<file path="src/rtl/xdma_h2c_pkg.sv">
// rtl/xdma_h2c_pkg.sv - opcode constants and FSM state encoding for the H2C step controller
package xdma_h2c_pkg;

    localparam logic [7:0] OP_STEP       = 8'h01;
    localparam logic [7:0] OP_RUN        = 8'h02;
    localparam logic [7:0] OP_HALT       = 8'h03;
    localparam logic [7:0] OP_CORE_RESET = 8'h04;

    localparam logic [15:0] BAD_CMD_MAX  = 16'hFFFF;

    typedef enum logic [1:0] {
        ST_IDLE = 2'd0,
        ST_STEP = 2'd1,
        ST_RUN  = 2'd2,
        ST_CRST = 2'd3
    } state_t;

endpackage

</file>
<file path="src/rtl/xdma_h2c_step_ctrl.sv">
// rtl/xdma_h2c_step_ctrl.sv - host-driven core clock gating: single-step, free-run, halt and core reset
module xdma_h2c_step_ctrl
    import xdma_h2c_pkg::*;
#(
    parameter int STEP_W = 32,
    parameter int CNT_W  = 64
) (
    input  logic             clock,
    input  logic             reset,
    input  logic             xdma_axis_valid,
    input  logic [511:0]     xdma_axis_data,
    output logic             xdma_axis_ready,
    input  logic             stall_in,
    output logic             core_clock_enable,
    output logic             core_reset,
    output logic             busy,
    output logic [CNT_W-1:0] cycles_done,
    output logic [15:0]      bad_cmd_count
);

    state_t            state, state_next;
    logic [STEP_W-1:0] remaining, remaining_next;
    logic [7:0]        crst_left, crst_left_next;
    logic              fire;
    logic              bad_op;
    logic [7:0]        opcode;
    logic [7:0]        crst_len;
    logic [STEP_W-1:0] step_n;
    logic              unused_data;

    assign opcode      = xdma_axis_data[7:0];
    assign crst_len    = xdma_axis_data[15:8];
    assign step_n      = xdma_axis_data[STEP_W+31:32];
    assign unused_data = ^{xdma_axis_data[511:STEP_W+32], xdma_axis_data[31:16]};

    assign xdma_axis_ready   = (state == ST_IDLE) || (state == ST_RUN);
    assign fire              = xdma_axis_valid && xdma_axis_ready;
    assign core_clock_enable = ((state == ST_STEP) || (state == ST_RUN)) && !stall_in;
    assign core_reset        = (state == ST_CRST);
    assign busy              = (state != ST_IDLE);

    // Commands only fire in IDLE/RUN, so they never collide with the STEP/CRST countdowns.
    always_comb begin
        state_next     = state;
        remaining_next = remaining;
        crst_left_next = crst_left;
        bad_op         = 1'b0;
        case (state)
            ST_STEP: begin
                if (core_clock_enable) begin
                    remaining_next = remaining - STEP_W'(1);
                    if (remaining == STEP_W'(1)) begin
                        state_next = ST_IDLE;
                    end
                end
            end
            ST_CRST: begin
                if (crst_left == 8'd0) begin
                    state_next = ST_IDLE;
                end else begin
                    crst_left_next = crst_left - 8'd1;
                end
            end
            default: ;
        endcase
        if (fire) begin
            case (opcode)
                OP_STEP: begin
                    if (step_n != '0) begin
                        remaining_next = step_n;
                        state_next     = ST_STEP;
                    end
                end
                OP_RUN:  state_next = ST_RUN;
                OP_HALT: state_next = ST_IDLE;
                OP_CORE_RESET: begin
                    crst_left_next = crst_len;
                    state_next     = ST_CRST;
                end
                default: bad_op = 1'b1;
            endcase
        end
    end

    always_ff @(posedge clock) begin
        if (reset) begin
            state         <= ST_IDLE;
            remaining     <= '0;
            crst_left     <= '0;
            cycles_done   <= '0;
            bad_cmd_count <= '0;
        end else begin
            state     <= state_next;
            remaining <= remaining_next;
            crst_left <= crst_left_next;
            if (core_clock_enable) begin
                cycles_done <= cycles_done + CNT_W'(1);
            end
            if (bad_op && (bad_cmd_count != BAD_CMD_MAX)) begin
                bad_cmd_count <= bad_cmd_count + 16'd1;
            end
        end
    end

endmodule
</file>
<file path="config.mk">
export PLATFORM = sky130hd
export DESIGN_NAME = xdma_h2c_step_ctrl
export DESIGN_NICKNAME = d
export VERILOG_FILES = /design/src/rtl/xdma_h2c_pkg.sv /design/src/rtl/xdma_h2c_step_ctrl.sv
export SDC_FILE = /design/constraint.sdc
export NUM_CORES = 1
export LEC_CHECK = 0
export ABC_CLOCK_PERIOD_IN_PS = 5000
export CORE_AREA = 5 5 228 230
export CTS_BUF_LIST = sky130_fd_sc_hd__clkbuf_2 sky130_fd_sc_hd__clkbuf_4 sky130_fd_sc_hd__clkbuf_8
export CTS_CLUSTER_DIAMETER = 120
export CTS_CLUSTER_SIZE = 12
export DETAILED_ROUTE_END_ITERATION = 6
export DIE_AREA = 0 0 233 235
export DONT_BUFFER_PORTS = 1
export HOLD_SLACK_MARGIN = 0.15
export PLACE_DENSITY_LB_ADDON = 0.15
export SLEW_MARGIN = 20
export SYNTH_ARGS = -nofsm -noshare
export SYNTH_HDL_FRONTEND = slang
export SYNTH_SLANG_ARGS = --single-unit
</file>
<file path="constraint.sdc">
create_clock -name clock -period 5 [get_ports clock]
set_input_delay 1.5 -clock clock [delete_from_list [all_inputs] [get_ports clock]]
set_output_delay 1.5 -clock clock [all_outputs]
set_load 0.03 [all_outputs]
</file>
# After elaboration in Yosys (flattened, before gate mapping)
# Index checks and enable logic that the tools add are counted.
dict set report op_classes {
  n_reduce_logical 11
  bitwise 0
  n_eq_ne 9
  shifts 0
  mul 0
  order_cmp 0
  n_addsub 4
  n_mux 18
  div_mod_pow 0
}
# operator count
set ops {}
lappend ops {{two-way mux 32 bit} 5}
lappend ops {{adder 64 x 1 -> 64 bit, second input constant} 1}
lappend ops {{equality test 32 x 1 -> 1 bit, second input constant} 1}
lappend ops {{two-way mux 8 bit} 4}
lappend ops {{nonzero test 32 bit} 1}
lappend ops {{subtractor 32 x 1 -> 32 bit, second input constant} 1}
lappend ops {{adder 16 x 1 -> 16 bit, second input constant} 1}
lappend ops {{equality test 8 x 2 -> 1 bit, second input constant} 2}
lappend ops {{inequality test 16 bit, second input constant} 1}
lappend ops {{two-way mux 2 bit} 5}
lappend ops {{equality test 8 x 1 -> 1 bit, second input constant} 1}
lappend ops {{equality test 8 x 3 -> 1 bit, second input constant} 1}
lappend ops {{zero test 8 bit} 1}
lappend ops {{one-hot mux 2 bit (4 select lines)} 1}
lappend ops {{subtractor 8 x 1 -> 8 bit, second input constant} 1}
lappend ops {{equality test 2 bit, second input constant} 2}
lappend ops {{one-hot mux 2 bit (2 select lines)} 1}
lappend ops {{OR reduction 4 bit} 1}
lappend ops {{logical AND 1 bit} 3}
lappend ops {{equality test 2 x 1 -> 1 bit, second input constant} 1}
lappend ops {{zero test 2 bit} 1}
lappend ops {{logical OR 1 bit} 2}
lappend ops {{two-way mux 1 bit} 2}
lappend ops {{nonzero test 2 bit} 1}
lappend ops {{zero test 1 bit} 1}
dict set report word_totals {
  latch_bits 0
  rom_bits 0
  ram_bits 0
  memories 0
  regBits 122
  elab_cells 47
  out_inout_bits 84
  input_bits 516
}

# Longest topological paths before layout
dict set report logic_depth {
  depth_word 8
  ltp_mapped 10
  depth_no_buf 8
}

# Least setup slack after synthesis
# Ideal clock, no wire load.
dict set report synth_path {
  path_kind {input port to output port}
  startpoint {in stall_in}
  endpoint {out core_clock_enable}
  path_slack_ps 1286
  stages 3
  t_required_ps 3500
  t_arrival_ps 2214
  cell_sequence {nand2b_1 > inv_1 > clkbuf_1}
}
dict set report synth_via {
  elab_chain_cells 2
}
# element line_no
set synth_rtl {}
lappend synth_rtl {{start: declaration} xdma_h2c_step_ctrl.sv:13} ;# input logic stall_in,
lappend synth_rtl {{zero test 1 bit} xdma_h2c_step_ctrl.sv:38} ;# assign core_clock_enable = ((state == ST_STEP) || (state == ST_RUN)) && !stall_in;
lappend synth_rtl {{logical AND 1 bit} xdma_h2c_step_ctrl.sv:38}
lappend synth_rtl {{end: declaration} xdma_h2c_step_ctrl.sv:14} ;# output logic core_clock_enable,
# Every way passes these cells.

# Worst setup path after layout
# Same ends and word-level chain as after synthesis.

==> flow_summary.html <==
<table>
<tr><th>Metric</th><th>Value</th></tr>
<tr><th colspan="2">Worst setup path</th></tr>
<tr><td>Nature of the critical path startpoint</td><td>input port</td></tr>
<tr><td>Arr. time, crit path</td><td>2160 ps</td></tr>
<tr><td>Reg2Reg Launch Point</td><td>state[0]</td></tr>
<tr><td>Critical path capture point type</td><td>primary output</td></tr>
<tr><td>Max incr delay on CP</td><td>460 ps</td></tr>
<tr><td>Depth of the worst register-to-register path</td><td>7</td></tr>
<tr><td>Type of the worst setup path</td><td>input port to primary output</td></tr>
<tr><td>Cells along the critical path</td><td>nand2b_1 &gt; inv_1</td></tr>
<tr><td>CP Buf/Inv Count</td><td>1</td></tr>
<tr><td>FF-to-FF setup slack</td><td>1830 ps</td></tr>
<tr><td>Critical Path Slowest Stage Cell</td><td>inv_1</td></tr>
<tr><td>Dominant delay contributor by cell family on the critical path</td><td>buffers and inverters</td></tr>
<tr><td>Required time of the critical path</td><td>3500 ps</td></tr>
<tr><td>R2R Path End</td><td>cycles_done[62]</td></tr>
<tr><td>Largest fanout of any net on the critical path</td><td>6</td></tr>
<tr><th colspan="2">Synthesis</th></tr>
<tr><td>Synthesized area per cell</td><td>8.32 um^2</td></tr>
<tr><td>Number of warnings reported in the yosys synthesis log</td><td>0</td></tr>
<tr><td>Most area-consuming cells after synthesis</td><td>dfxtp_1 (38%), xnor2_1 (6.1%), nor2_1 (6.0%)</td></tr>
<tr><td>Share of the synthesized area in the top cell type</td><td>38.1%</td></tr>
<tr><td>Count of distinct cell types in the synthesized netlist</td><td>60</td></tr>
<tr><td>Post-Synthesis Cell Area</td><td>6410 um^2</td></tr>
<tr><td>Synth Flop Type</td><td>dfxtp_1</td></tr>
<tr><td>Number of flops mapped to enable cells by yosys</td><td>0</td></tr>
<tr><td>Sequential area share after synthesis</td><td>38.1%</td></tr>
<tr><td>Net Count, Synth</td><td>1,295</td></tr>
<tr><td>Post-synthesis cell type with the largest combined area</td><td>dfxtp_1</td></tr>
<tr><td>Cells after synthesis</td><td>770</td></tr>
<tr><td>Post-synthesis sequential element count</td><td>122</td></tr>
<tr><td>Share of async-settable or async-resettable flops after synthesis</td><td>0%</td></tr>
<tr><th colspan="2">Route</th></tr>
<tr><td>Final WL</td><td>24,000 um</td></tr>
<tr><td>Starting DRC count in detailed routing</td><td>268</td></tr>
<tr><td>Post-detailed-route count of antenna-violating nets</td><td>0</td></tr>
<tr><td>Vias per std cell</td><td>3.95</td></tr>
<tr><td>Count of vias placed by the detailed router</td><td>5,740</td></tr>
<tr><td>Number of search-and-repair iterations in the first detailed-routing pass</td><td>4</td></tr>
<tr><td># DRC</td><td>0</td></tr>
<tr><td>Detailed-route wire length per cell</td><td>16.5 um</td></tr>
<tr><th colspan="2">Die</th></tr>
<tr><td>Height of the chip</td><td>235 um</td></tr>
<tr><td>Number of top-level pins</td><td>600</td></tr>
<tr><td>CORE AREA</td><td>49,700 um^2</td></tr>
<tr><td># rows</td><td>82</td></tr>
<tr><td>Initial cell density of the core</td><td>12.9%</td></tr>
<tr><td>Die area</td><td>54,800 um^2</td></tr>
<tr><td>Chip width</td><td>233 um</td></tr>
<tr><th colspan="2">Pwr</th></tr>
<tr><td>Largest vdd supply drop</td><td>0.120 mV</td></tr>
<tr><td>Power density cells</td><td>247 nW/um^2</td></tr>
<tr><td>Leak Pwr</td><td>2.17 nW</td></tr>
<tr><th colspan="2">Timing</th></tr>
<tr><td>Final setup violating endpoints</td><td>0</td></tr>
<tr><td>Clock Skew</td><td>14.7 ps</td></tr>
<tr><td>Achievable clock frequency</td><td>0.274 GHz</td></tr>
<tr><td>Number of pins with negative max-slew slack in the final report</td><td>0</td></tr>
<tr><td>Headroom to the max-slew limit</td><td>35.8%</td></tr>
<tr><td>Count of final hold-check violations</td><td>0</td></tr>
<tr><td>Final worst path period need</td><td>3660 ps</td></tr>
<tr><td>PnR worst setup slack</td><td>1340 ps</td></tr>
<tr><td>Fraction of the cycle the final worst path needs</td><td>73.1%</td></tr>
<tr><td>Worst-margin pin slew</td><td>962 ps</td></tr>
<tr><td>RSZ-0062 raised after global routing</td><td>no</td></tr>
<tr><td>Fin Setup TNS</td><td>0 ps</td></tr>
<tr><th colspan="2">Hold path</th></tr>
<tr><td>Hold path start</td><td>remaining[12]</td></tr>
<tr><td>Class of the worst hold path</td><td>flip-flop to flip-flop</td></tr>
<tr><td>Endpoint of the worst hold-timing path</td><td>remaining[12]</td></tr>
<tr><td>Hold Crit Depth</td><td>2</td></tr>
<tr><th colspan="2">Final layout</th></tr>
<tr><td>Synth-to-Final Area Change</td><td>18.2%</td></tr>
<tr><td>Most used cells in the layout excluding fill and tap cells</td><td>dfxtp_1 (122), nor2_1 (103), xnor2_1 (45)</td></tr>
<tr><td>Area taken by multi-input logic gates</td><td>3780 um^2</td></tr>
<tr><td>Layout Nets</td><td>1,292</td></tr>
<tr><td>Storage cell area</td><td>2440 um^2</td></tr>
<tr><td>Layout cells sized above 1</td><td>9.10%</td></tr>
<tr><td>Post-Layout Inst Area</td><td>7580 um^2</td></tr>
<tr><td>Most common library cell in the layout ignoring fill and taps</td><td>dfxtp_1</td></tr>
<tr><td># fillers</td><td>5,742</td></tr>
<tr><th colspan="2">CTS</th></tr>
<tr><td>Clock latency on the worst-skew pair</td><td>530 ps</td></tr>
<tr><td>Post-CTS setup buffer count</td><td>0</td></tr>
<tr><td>Resized cells post-CTS</td><td>0</td></tr>
<tr><td>TritonCTS sink count</td><td>122</td></tr>
<tr><td>Post-CTS clock slew at the launch and capture registers of the worst setup and hold paths</td><td>80 ps</td></tr>
<tr><td>Num CTS Buffers</td><td>17</td></tr>
<tr><td>TritonCTS clock tree</td><td>yes</td></tr>
<tr><td>H-tree depth</td><td>4</td></tr>
<tr><td>Clock root cell</td><td>clkbuf_8</td></tr>
<tr><td>CTS hold repair buffers</td><td>0</td></tr>
<tr><td>CTS Buffer Depth</td><td>2</td></tr>
<tr><th colspan="2">Place</th></tr>
<tr><td>PortBufs</td><td>0</td></tr>
<tr><td>RD Place Congestion</td><td>0.689</td></tr>
<tr><td>Pre-CTS setup slack</td><td>1150 ps</td></tr>
<tr><td>DP HPWL</td><td>17,500 um</td></tr>
<tr><td>Post-place instance area</td><td>7220 um^2</td></tr>
<tr><th colspan="2">GRT</th></tr>
<tr><td>Overflow after GRT</td><td>0</td></tr>
<tr><td>Total routing resource utilization after global routing</td><td>9.00%</td></tr>
<tr><td>Pin count of the biggest net entering global routing</td><td>131</td></tr>
<tr><td>Antenna violations before repair</td><td>1</td></tr>
<tr><td>Global-route wire length before repair</td><td>37,000 um</td></tr>
<tr><td>Via count of the first global-routing pass</td><td>5,759</td></tr>
<tr><th colspan="2">Outcome</th></tr>
<tr><td>Run status</td><td>finished, final reports clean</td></tr>
<tr><th colspan="2">Run</th></tr>
<tr><td>Max-capacitance violation count</td><td>0</td></tr>
</table>
==> sequential cells by signal, summed over array words and instances, names as in the netlist <==
register and flops:
bad_cmd_count 16, state 2, remaining 32, crst_left 8
cycles_done 64
==> synth_stat cells, drive strengths merged (2+ instances only) <==
library cell	n
dfxtp	122
nor2	103
xnor2	45
nand2	41
a21oi	39
a211oi	37
nor4	37
nand3	35
nand4	34
clkbuf	28
nor3	25
or3	21
o21ai	20
or4	20
xor2	20
inv	17
o31ai	17
and4	10
ha	9
and3	7
buf	7
nand4b	7
or2	7
mux2	6
nor2b	6
a31oi	5
nand2b	4
nor3b	4
nor4b	4
o21bai	4
nand3b	3
or4b	3
a311oi	2
and2	2
o211a	2
o21a	2
o41ai	2
==> cells by family (layout without fill, tap and decap cells) <==
group | count (synthesis) | in the layout | synth area share (%)
AO/OA/AOI/OAI | 141 | 141 | 14.6
XOR/XNOR | 65 | 65 | 8.88
adder cells (fa/ha/maj) | 9 | 9 | 1.76
buffers and inverters | 52 | 62 | 3.26
flip-flops | 122 | 122 | 38.1
multiplexers | 7 | 7 | 1.21
other | 0 | 1 | 0
AND/OR/NAND/NOR | 374 | 374 | 32.2
==> cell type report <==
class	count	area share (%)
inverters	17	0.842
flip-flops and latches	122	32.2
repair buffers	13	1.29
well taps	672	11.1
multi-input cells	596	49.8
diodes	1	0.0330
clock buffers	22	3.75
clock inverters	10	0.941
==> power by group <==
group | leakage (nW) | switching (mW) | total (mW) | internal (mW)
combinational | 1.01 | 0.0156 | 0.0281 | 0.0125
sequential | 0.983 | 0.00873 | 0.982 | 0.973
clock | 0.175 | 0.476 | 0.859 | 0.382
total | 2.17 | 0.501 | 1.87 | 1.37
==> per-stage QoR <==
step	util [%]	hold slack (ps)	cells	power, mW
finish	15.3	509	1453	1.87
global placement	14.5	493	1420	1.03
CTS	15.3	512	1452	1.96
global route	15.3	534	1452	1.98
floorplan	-	470	770	1.04
detailed placement	14.5	497	1420	1.03
==> metal layers <==
metal,vias up,track usage [%],part of all wire (%)
li1,2874,-,-
met1,2705,11.7,47
met2,139,13.0,42
met3,22,4.03,8.8
met4,0,3.62,1.8
met5,-,0,0
==> worst max-delay path by stage <==
stage	start	to	slack [ps]	depth (start not counted)
after floorplan	stall_in	core_clock_enable	1290	3
after global placement	xdma_axis_data[3]	remaining[17]	1140	6
after detailed placement	xdma_axis_data[3]	remaining[17]	1150	6
after CTS	state[0]	core_clock_enable	1080	4
after global routing	state[0]	core_clock_enable	1090	4
final	stall_in	core_clock_enable	1340	2
No activity file was read; power rests on OpenSTA's default activity.
